File: config.mk
export PLATFORM = sky130hd
export DESIGN_NAME = uart_rx_top
export DESIGN_NICKNAME = d
export VERILOG_FILES = /design/src/rtl/uart_pkg.sv /design/src/rtl/uart_rx_byte.sv /design/src/rtl/uart_rx_top.sv
export SDC_FILE = /design/constraint.sdc
export NUM_CORES = 1
export LEC_CHECK = 0
export ABC_CLOCK_PERIOD_IN_PS = 2800
export CAP_MARGIN = 20
export CORE_MARGIN = 4
export CORE_UTILIZATION = 42
export DETAILED_ROUTE_END_ITERATION = 8
export GPL_TIMING_DRIVEN = 0
export PLACE_DENSITY = 0.7
export SETUP_SLACK_MARGIN = 0.05
export SLEW_MARGIN = 20
export SYNTH_ARGS = -nofsm -noshare
export SYNTH_HDL_FRONTEND = slang
export SYNTH_SLANG_ARGS = --single-unit
File: constraint.sdc
create_clock -name clk -period 2.8 [get_ports clk]
set_input_delay 0.42 -clock clk [delete_from_list [all_inputs] [get_ports clk]]
set_output_delay 0.42 -clock clk [all_outputs]
set_load 0.05 [all_outputs]
File: src/rtl/uart_pkg.sv
// Shared types and defaults for the UART receive path.
package uart_pkg;

  localparam int unsigned DEF_CLKS_PER_BIT = 10416;

  typedef enum logic [2:0] {
    IDLE      = 3'd0,
    START     = 3'd1,
    DATA      = 3'd2,
    STOP      = 3'd3,
    WAIT_IDLE = 3'd4
  } rx_state_t;

endpackage

File: src/rtl/uart_rx_byte.sv
// Single-character UART receiver: line synchronizer, framing FSM and byte shifter.
module uart_rx_byte
  import uart_pkg::*;
#(
  parameter int unsigned CLKS_PER_BIT = DEF_CLKS_PER_BIT
) (
  input  logic       clk,
  input  logic       rst_n,
  input  logic       clr,
  input  logic       rxd,
  output logic [7:0] data,
  output logic       accept_c,
  output logic       ferr_c,
  output logic       busy
);

  localparam int unsigned CNT_W = $clog2(CLKS_PER_BIT) + 1;
  localparam logic [CNT_W-1:0] HALF_M1 = CNT_W'(CLKS_PER_BIT / 2 - 1);
  localparam logic [CNT_W-1:0] FULL_M1 = CNT_W'(CLKS_PER_BIT - 1);

  rx_state_t        state_q, state_d;
  logic [1:0]       sync_q;
  logic             rx_s, rx_prev_q, fall;
  logic [CNT_W-1:0] cnt_q, cnt_d;
  logic [2:0]       bit_q, bit_d;
  logic [7:0]       shift_q, shift_d;
  logic             at_half, at_full;

  // Two-flop synchronizer plus one history flop for falling-edge detection
  always_ff @(posedge clk or negedge rst_n) begin
    if (!rst_n) begin
      sync_q    <= 2'b11;
      rx_prev_q <= 1'b1;
    end else begin
      sync_q    <= {sync_q[0], rxd};
      rx_prev_q <= sync_q[1];
    end
  end

  assign rx_s    = sync_q[1];
  assign fall    = rx_prev_q & ~rx_s;
  assign at_half = (cnt_q == HALF_M1);
  assign at_full = (cnt_q == FULL_M1);

  always_ff @(posedge clk or negedge rst_n) begin
    if (!rst_n) state_q <= IDLE;
    else        state_q <= state_d;
  end

  always_comb begin
    state_d = state_q;
    unique case (state_q)
      IDLE:      if (fall) state_d = START;
      START:     if (at_half) state_d = rx_s ? IDLE : DATA;
      DATA:      if (at_full && (bit_q == 3'd7)) state_d = STOP;
      STOP:      if (at_full) state_d = rx_s ? IDLE : WAIT_IDLE;
      WAIT_IDLE: if (rx_s) state_d = IDLE;
      default:   state_d = IDLE;
    endcase
    if (clr) state_d = IDLE;
  end

  always_comb begin
    cnt_d    = cnt_q + CNT_W'(1);
    bit_d    = bit_q;
    shift_d  = shift_q;
    accept_c = 1'b0;
    ferr_c   = 1'b0;
    unique case (state_q)
      IDLE: begin
        cnt_d = '0;
        bit_d = '0;
      end
      START: if (at_half) cnt_d = '0;
      DATA: begin
        if (at_full) begin
          cnt_d   = '0;
          shift_d = {rx_s, shift_q[7:1]};
          bit_d   = 3'(bit_q + 3'd1);
        end
      end
      STOP: begin
        if (at_full) begin
          cnt_d    = '0;
          accept_c = rx_s;
          ferr_c   = ~rx_s;
        end
      end
      WAIT_IDLE: cnt_d = '0;
      default:   cnt_d = '0;
    endcase
    if (clr) begin
      cnt_d    = '0;
      bit_d    = '0;
      shift_d  = '0;
      accept_c = 1'b0;
      ferr_c   = 1'b0;
    end
  end

  always_ff @(posedge clk or negedge rst_n) begin
    if (!rst_n) begin
      cnt_q   <= '0;
      bit_q   <= '0;
      shift_q <= '0;
      busy    <= 1'b0;
    end else begin
      cnt_q   <= cnt_d;
      bit_q   <= bit_d;
      shift_q <= shift_d;
      busy    <= (state_d != IDLE);
    end
  end

  assign data = shift_q;

endmodule

File: src/rtl/uart_rx_top.sv
// UART receiver that assembles CHAR_NR accepted chars into an MSB-first array.
module uart_rx_top
  import uart_pkg::*;
#(
  parameter int unsigned CHAR_NR      = 8,
  parameter int unsigned CLKS_PER_BIT = DEF_CLKS_PER_BIT
) (
  input  logic                 clk,
  input  logic                 rst_n,
  input  logic                 rxd_i,
  input  logic                 clr_i,
  output logic [7:0]           char_o,
  output logic                 char_valid_o,
  output logic                 frame_err_o,
  output logic                 busy_o,
  output logic [CHAR_NR*8-1:0] char_array_o,
  output logic                 char_array_valid_o
);

  localparam int unsigned IDX_W = (CHAR_NR > 1) ? $clog2(CHAR_NR) : 1;
  localparam logic [IDX_W-1:0] LAST_IDX = IDX_W'(CHAR_NR - 1);

  logic [7:0]           rx_data;
  logic                 rx_accept_c, rx_ferr_c;
  logic [IDX_W-1:0]     idx_q;
  logic [CHAR_NR*8-1:0] buf_q, buf_ins;

  uart_rx_byte #(
    .CLKS_PER_BIT(CLKS_PER_BIT)
  ) u_rx_byte (
    .clk      (clk),
    .rst_n    (rst_n),
    .clr      (clr_i),
    .rxd      (rxd_i),
    .data     (rx_data),
    .accept_c (rx_accept_c),
    .ferr_c   (rx_ferr_c),
    .busy     (busy_o)
  );

  // Char k lands in the k-th byte counted from the MSB end
  always_comb begin
    buf_ins = buf_q;
    for (int unsigned k = 0; k < CHAR_NR; k++) begin
      if (idx_q == IDX_W'(k)) buf_ins[(CHAR_NR-1-k)*8 +: 8] = rx_data;
    end
  end

  always_ff @(posedge clk or negedge rst_n) begin
    if (!rst_n) begin
      idx_q              <= '0;
      buf_q              <= '0;
      char_o             <= '0;
      char_valid_o       <= 1'b0;
      frame_err_o        <= 1'b0;
      char_array_o       <= '0;
      char_array_valid_o <= 1'b0;
    end else if (clr_i) begin
      idx_q              <= '0;
      buf_q              <= '0;
      char_o             <= '0;
      char_valid_o       <= 1'b0;
      frame_err_o        <= 1'b0;
      char_array_o       <= '0;
      char_array_valid_o <= 1'b0;
    end else begin
      char_valid_o       <= 1'b0;
      char_array_valid_o <= 1'b0;
      frame_err_o        <= rx_ferr_c;
      if (rx_accept_c) begin
        char_o       <= rx_data;
        char_valid_o <= 1'b1;
        buf_q        <= buf_ins;
        if (idx_q == LAST_IDX) begin
          char_array_o       <= buf_ins;
          char_array_valid_o <= 1'b1;
          idx_q              <= '0;
        end else begin
          idx_q <= idx_q + IDX_W'(1);
        end
      end
    end
  end

endmodule

==> impl_metrics.yaml, run 1 <==
detailed_routing:
  first_pass_iters: 5
  vias_per_cell: 5.477
  ant_nets: 0
  met1_length_mm: 8.809
  wirelength_mm: 20.23
  dr_wl_met2_mm: 9.820
  vias: 6118
  detail_route.wl_per_cell_um: 18.11
  highest_layer: "met4"
  wl_met3_mm: 1.091
  route.detailed.drc: 0
  dr.first_iter.drc_count: 441
sta:
  rsz0062_at_grt: "no"
  fin_crit_sh_pct: 89.10
  fmax_mhz: 400.8
  relSlewSlack_pct: 39.85
  worst_slack_ps: 305.1
  timing_worst_slew_pin_value_ps: 895.3
  finalClockSkew_ps: 6.987
  fin_crit_ps: 2495
  setup_viol: 0
  hold_viol_final: 0
  timing.final.max_slew_violations: 0
  fin_setup_tns_ps: 0
worst_setup_path:
  path_class: "reg -> reg"
  cp-start-kind: "flip-flop"
  r2r_start: "idx_q[1]"
  slowest_stage: "nor3_4"
  arrival_ps: 2800
  worstSetupEndpointType: "flip-flop"
  cpPeakStageDelay_ps: 550
  reg2reg_slack_ps: 310
  cp_max_fo: 10
  r2r_end: "buf_q[53]"
  crit_required_ps: 3100
  worstPathCellList: "inv_1 > ha_1 > clkbuf_1 > nand2_1 > nor3_4 > mux2i_1 > nor2_1"
  ff2ff_path_depth: 7
place:
  place_hpwl_mm: 13.41
  place_area_mm2: 0.008795
  preCtsSetupSlack_ps: 292.6
  port_buffers: 78
  gp_congestion: 0.8648
die:
  num_rows: 49
  die_h_um: 143.4
  fp.coreArea_mm2: 0.01796
  die_area_mm2: 0.02055
  die_x_um: 143.4
  io_pins: 80
  start_util_pct: 42.84
power_and_ir_drop:
  p_comb_share_pct: 2.5
  ir_drop_mv: 0.4161
  power_switching_mw: 1.040
  p_int_mw: 3.987
  p_leak_nw: 3.810
  swShare_pct: 20.69
  power_density_mw_per_mm2: 532.9
  p_seq_share_pct: 48.2
  power_frac_clock_pct: 49.3
final_layout:
  layout_common_cells: "164 x dfrtp_1, 114 x nor2_1, 106 x nand2_1, 77 x clkdlybuf4s50_1, 65 x mux2i_1"
  fillers: 1618
  finish.net_count: 888
  final_common_cell: "dfrtp_1"
  layout-area-overhead-vs-synth_pct: 22.60
  fin_area_mm2: 0.009434
  antennaDiodeCount: 0
  drive_above_1_share_pct: 7.432
clocking:
  cts_max_level: 4
  cts.sinks: 167
  cts_buffers: 17
  insertion_delay_ps: 430
  clock_path_buffers: 2
  root_buffer: "clkbuf_16"
  path_clk_slew_ps: 60
  tritoncts: "built"
  post_cts_buffers: 0
synth:
  ys_types: 50
  synth-main-ff-cell: "dfrtp_1"
  seq_area_frac_synth_pct: 54.36
  async_flop_share_pct: 100.0
  synth-seq-cells: 167
  synth_nets: 789
  synth_edf_count: 0
  ys_warn_count: 0
  avgSynthCellArea_um2: 9.916
  syn_area_mm2: 0.007695
  synthCells: 776
hold_path:
  whs_endpoint: "u_rx_byte.sync_q[1]"
  worstHoldPathCells: 0
  min_path_type: "reg -> reg"
  hp-start: "u_rx_byte.sync_q[0]"
global_routing:
  grt_pass1_vias: 6046
  antenna_found_initial: 0
  grt_pass1_wl_mm: 32.78
  grt_max_degree: 89
  grt_usage_pct: 20.44
  gr-total-overflow: 0
status:
  status: "finished, final reports clean"
run:
  cap_violations: 0
## worst max path at each step
stage / startpoint / to / slack, ps
floorplan: idx_q[0] / buf_q[32] / 770
global placement: rst_n / u_rx_byte.cnt_q[3] / -5640
detailed placement: idx_q[1] / buf_q[53] / 290
CTS: idx_q[1] / buf_q[53] / 290
global route: idx_q[1] / buf_q[52] / 100
finish: idx_q[1] / buf_q[53] / 310
## cells by family after synthesis
group / share of synthesized area, %
XOR/XNOR: 1.480
multiplexers: 8.602
buffers and inverters: 4.179
AND/OR/NAND/NOR: 18.13
flip-flops: 54.36
adder cells (fa/ha/maj): 1.463
AO/OA/AOI/OAI: 11.79
## routing by layer
layer / vias to the layer above / GRT usage (%)
met5: - / 0
met4: 0 / 6.442
met3: 42 / 5.225
met2: 179 / 32.81
met1: 2990 / 27.50
li1: 2907 / -
## metrics by stage
step           hold slack [ps]  cells  util, %  power (mW)
2_1_floorplan            124.4    776        -       2.515
4_1_cts                  360.4   1117    52.52       5.052
6_report                 360.4   1117    52.52       5.027
5_1_grt                  368.9   1117    52.52       5.180
3_3_place_gp             346.4   1083    48.78       2.590
3_5_place_dp             351.3   1084    48.96       2.593
## timing repair
item / 4_1_cts / 5_1_grt
hold buffers: 1 / 0
hold endpoints to repair: 4 / 0
resized for setup: 0 / 0
## worst max-delay path, delay by kind of cell, from the launching register on
kind / cells / cell delay, ps
mux: 1 / 260
fa+ha+maj: 1 / 140
flops: 1 / 410
buf+inv: 2 / 470
simple gates: 3 / 1080
## state kept, by name (all words and copies together), names as in the netlist
register             count
buf_q                   56
char_array_o            64
char_array_valid_o       1
char_o                   8
char_valid_o             1
frame_err_o              1
idx_q                    3
u_rx_byte.bit_q          3
u_rx_byte.busy           1
u_rx_byte.cnt_q         15
u_rx_byte.data           8
u_rx_byte.rx_prev_q      1
u_rx_byte.state_q        3
u_rx_byte.sync_q         2
## cell usage after synthesis, types with 9 or more instances
cell      count  area, µm²
ha_1          9      112.6
buf_1        15      56.30
nor2_1      114      427.9
nand3_1      43      215.2
a21oi_1      53      265.3
a311oi_1     24      210.2
buf_2        13      65.06
mux2i_1      65      650.6
o21ai_0      25      125.1
dfrtp_1     164       4104
nand2_1     106      397.9
a211oi_1     33      247.7
clkbuf_1     33      123.9
## layout make-up
type / instances / area, µm² / area share, %
sequential: 167 / 4183 / 44.34
multi-input combinational: 534 / 3191 / 33.82
timing repair buffer: 80 / 823.3 / 8.727
clock buffer: 25 / 515.5 / 5.464
buffer: 67 / 291.5 / 3.090
tap: 229 / 286.5 / 3.037
clock inverter: 7 / 113.9 / 1.207
inverter: 8 / 30.03 / 0.3183
## power groups by stage
stage               Sequential [mW]  Clock (mW)  Combinational, mW
floorplan                      2.47           0             0.0448
global placement               2.47           0              0.121
detailed placement             2.47           0              0.126
CTS                            2.42        2.50              0.127
global route                   2.42        2.62              0.141
finish                         2.42        2.48              0.124
No activity file was read; power rests on OpenSTA's default activity.
==> inputs of run 2 (changes only) <==
--- a/config.mk
+++ b/config.mk
@@ -7,11 +7,12 @@
 export LEC_CHECK = 0
 export ABC_CLOCK_PERIOD_IN_PS = 2800
 export CAP_MARGIN = 20
+export CELL_PAD_IN_SITES_DETAIL_PLACEMENT = 1
+export CELL_PAD_IN_SITES_GLOBAL_PLACEMENT = 2
 export CORE_MARGIN = 4
-export CORE_UTILIZATION = 42
+export CORE_UTILIZATION = 36
 export DETAILED_ROUTE_END_ITERATION = 8
-export GPL_TIMING_DRIVEN = 0
-export PLACE_DENSITY = 0.7
+export PLACE_DENSITY = 0.87
 export SETUP_SLACK_MARGIN = 0.05
 export SLEW_MARGIN = 20
 export SYNTH_ARGS = -nofsm -noshare
==> impl_metrics.yaml, run 2 (same netlist as run 1, synthesis figures left out) <==
power_and_ir_drop:
  finalPower_mw: 4.811
  p_leak_nw: 3.763
  ir_drop_mv: 0.3644
  power_density_mw_per_mm2: 513.6
sta:
  timing.final.max_slew_violations: 0
  fin_crit_sh_pct: 86.95
  relSlewSlack_pct: 36.10
  fmax_mhz: 410.7
  setup_viol: 0
  timing_worst_slew_pin_value_ps: 958.6
  finalClockSkew_ps: 11.81
  fin_crit_ps: 2435
  hold_viol_final: 0
  fin_setup_tns_ps: 0
  rsz0062_at_grt: "no"
final_layout:
  top_register: "char_array_o"
  finish.net_count: 848
  largestRegisters: "char_array_o x64, buf_q x56, u_rx_byte.cnt_q x15"
  antennaDiodeCount: 0
  drive_above_1_share_pct: 8.962
  largest_register_ffs: 64
  fin_cells: 1123
  layout_common_cells: "164 x dfrtp_1, 114 x nor2_1, 106 x nand2_1, 77 x clkdlybuf4s50_1, 65 x mux2i_1"
  layout-area-overhead-vs-synth_pct: 21.72
  fin_area_mm2: 0.009366
  final_common_cell: "dfrtp_1"
die:
  die_h_um: 154.2
  io_pins: 80
  num_rows: 53
  die_area_mm2: 0.02378
  die_x_um: 154.2
  fp.coreArea_mm2: 0.02102
  start_util_pct: 36.60
clocking:
  cts_buffers: 17
  root_buffer: "clkbuf_16"
  cts_max_level: 4
  cts.sinks: 167
  tritoncts: "built"
  clock_path_buffers: 2
  cts_resized: 0
  path_clk_slew_ps: 60
  insertion_delay_ps: 430
worst_setup_path:
  reg2reg_slack_ps: 370
  cp-start-kind: "flip-flop"
  crit_required_ps: 3110
  r2r_start: "u_rx_byte.cnt_q[0]"
  cp_max_fo: 120
  ff2ff_path_depth: 7
  path_class: "reg -> reg"
  r2r_end: "char_array_o[16]"
  arrival_ps: 2750
  worstSetupEndpointType: "flip-flop"
hold_path:
  worstHoldPathCells: 2
  hp-start: "clr_i"
  min_path_type: "in -> reg"
  whs_endpoint: "char_array_o[7]"
detailed_routing:
  first_pass_iters: 4
  dr.first_iter.drc_count: 325
  ant_nets: 0
  route.detailed.drc: 0
  vias_per_cell: 5.274
  detail_route.wl_per_cell_um: 18.21
  vias: 5923
  wirelength_mm: 20.45
place:
  place_area_mm2: 0.008795
  port_buffers: 79
  place_hpwl_mm: 12.70
  gp_congestion: 0.7628
  place_inst: 1090
global_routing:
  grt_usage_pct: 17.62
  gr-total-overflow: 0
  grt_max_degree: 136
  grt_pass1_wl_mm: 33.64
  grt_pass1_vias: 6165
  antenna_found_initial: 0
run:
  cap_violations: 0
status:
  status: "finished, final reports clean"
## run 2: cell count changes in the layout (fill, tap and decap cells not counted), moves of 2 or more
cell	previous run	this run
buf_2	13	0
clkbuf_1	35	1
buf_12	0	4
bufinv_16	3	1
clkbuf_8	6	1
inv_6	1	3
buf_1	15	0
clkinv_4	0	3
clkinv_2	3	5
buf_4	4	24
## run 2: layer usage
metal	part of all wire (%)	up-vias	track usage (%)
met4	1.3	0	4.710
met5	0	-	0
li1	-	2815	-
met2	49	106	28.85
met3	3.4	16	3.414
met1	46	2986	24.12
## run 2: layout make-up
| cell class | count | area (µm²) |
|---|---|---|
| fill | 2301 | 11650 |
| sequential | 167 | 4183 |
| multi-input combinational | 534 | 3196 |
| timing repair buffer | 107 | 1052 |
| clock buffer | 19 | 442.9 |
| tap | 275 | 344.1 |
| clock inverter | 13 | 118.9 |
| inverter | 8 | 30.03 |
## run 2: how the worst max path moves through the flow
stage / start / endpoint / slack, ps / depth (start not counted)
after floorplan: idx_q[0] / buf_q[32] / 770 / 7
after CTS: u_rx_byte.cnt_q[0] / char_array_o[16] / 340 / 7
after global routing: u_rx_byte.cnt_q[0] / char_array_o[16] / 220 / 7
after detailed placement: u_rx_byte.cnt_q[0] / char_array_o[16] / 430 / 7
after global placement: u_rx_byte.cnt_q[0] / char_array_o[28] / 560 / 7
final: u_rx_byte.cnt_q[0] / char_array_o[16] / 370 / 7
## run 2: report_power, final
part / switching, mW / internal [mW] / total (mW)
logic: 0.0981 / 0.0212 / 0.119
registers: 0.00579 / 2.42 / 2.42
clock network: 1.01 / 1.26 / 2.27
## run 2: repair_timing
action	4_1_cts	5_1_grt
setup buffers	0	0
hold endpoints to repair	2	0
hold buffers	1	0
## run 2: stage by stage
stage | worst slack [ps] | utilization [%] | hold slack [ps]
after floorplan | 769.9 | - | 124.4
after global placement | 562.1 | 41.84 | 345.7
after detailed placement | 431.2 | 41.84 | 347.5
after CTS | 342.2 | 44.56 | 243.6
after global routing | 216.8 | 44.56 | 257.7
final | 365.4 | 44.56 | 256.1
## run 2: critical path: stages (launching register included)
cell      delay (ps)
dfrtp_1          400
ha_1             280
and4bb_1         330
and4_1           230
and3_4           200
buf_12           400
nor2_1           130
a311oi_1         330
==> inputs of run 3 (changes only) <==
--- a/config.mk
+++ b/config.mk
@@ -6,7 +6,6 @@
 export NUM_CORES = 1
 export LEC_CHECK = 0
 export ABC_CLOCK_PERIOD_IN_PS = 2800
-export CAP_MARGIN = 20
 export CELL_PAD_IN_SITES_DETAIL_PLACEMENT = 1
 export CELL_PAD_IN_SITES_GLOBAL_PLACEMENT = 2
 export CORE_MARGIN = 4
==> results of run 3 <==
The final DEF is identical to that of run 2; final timing and power are the same.
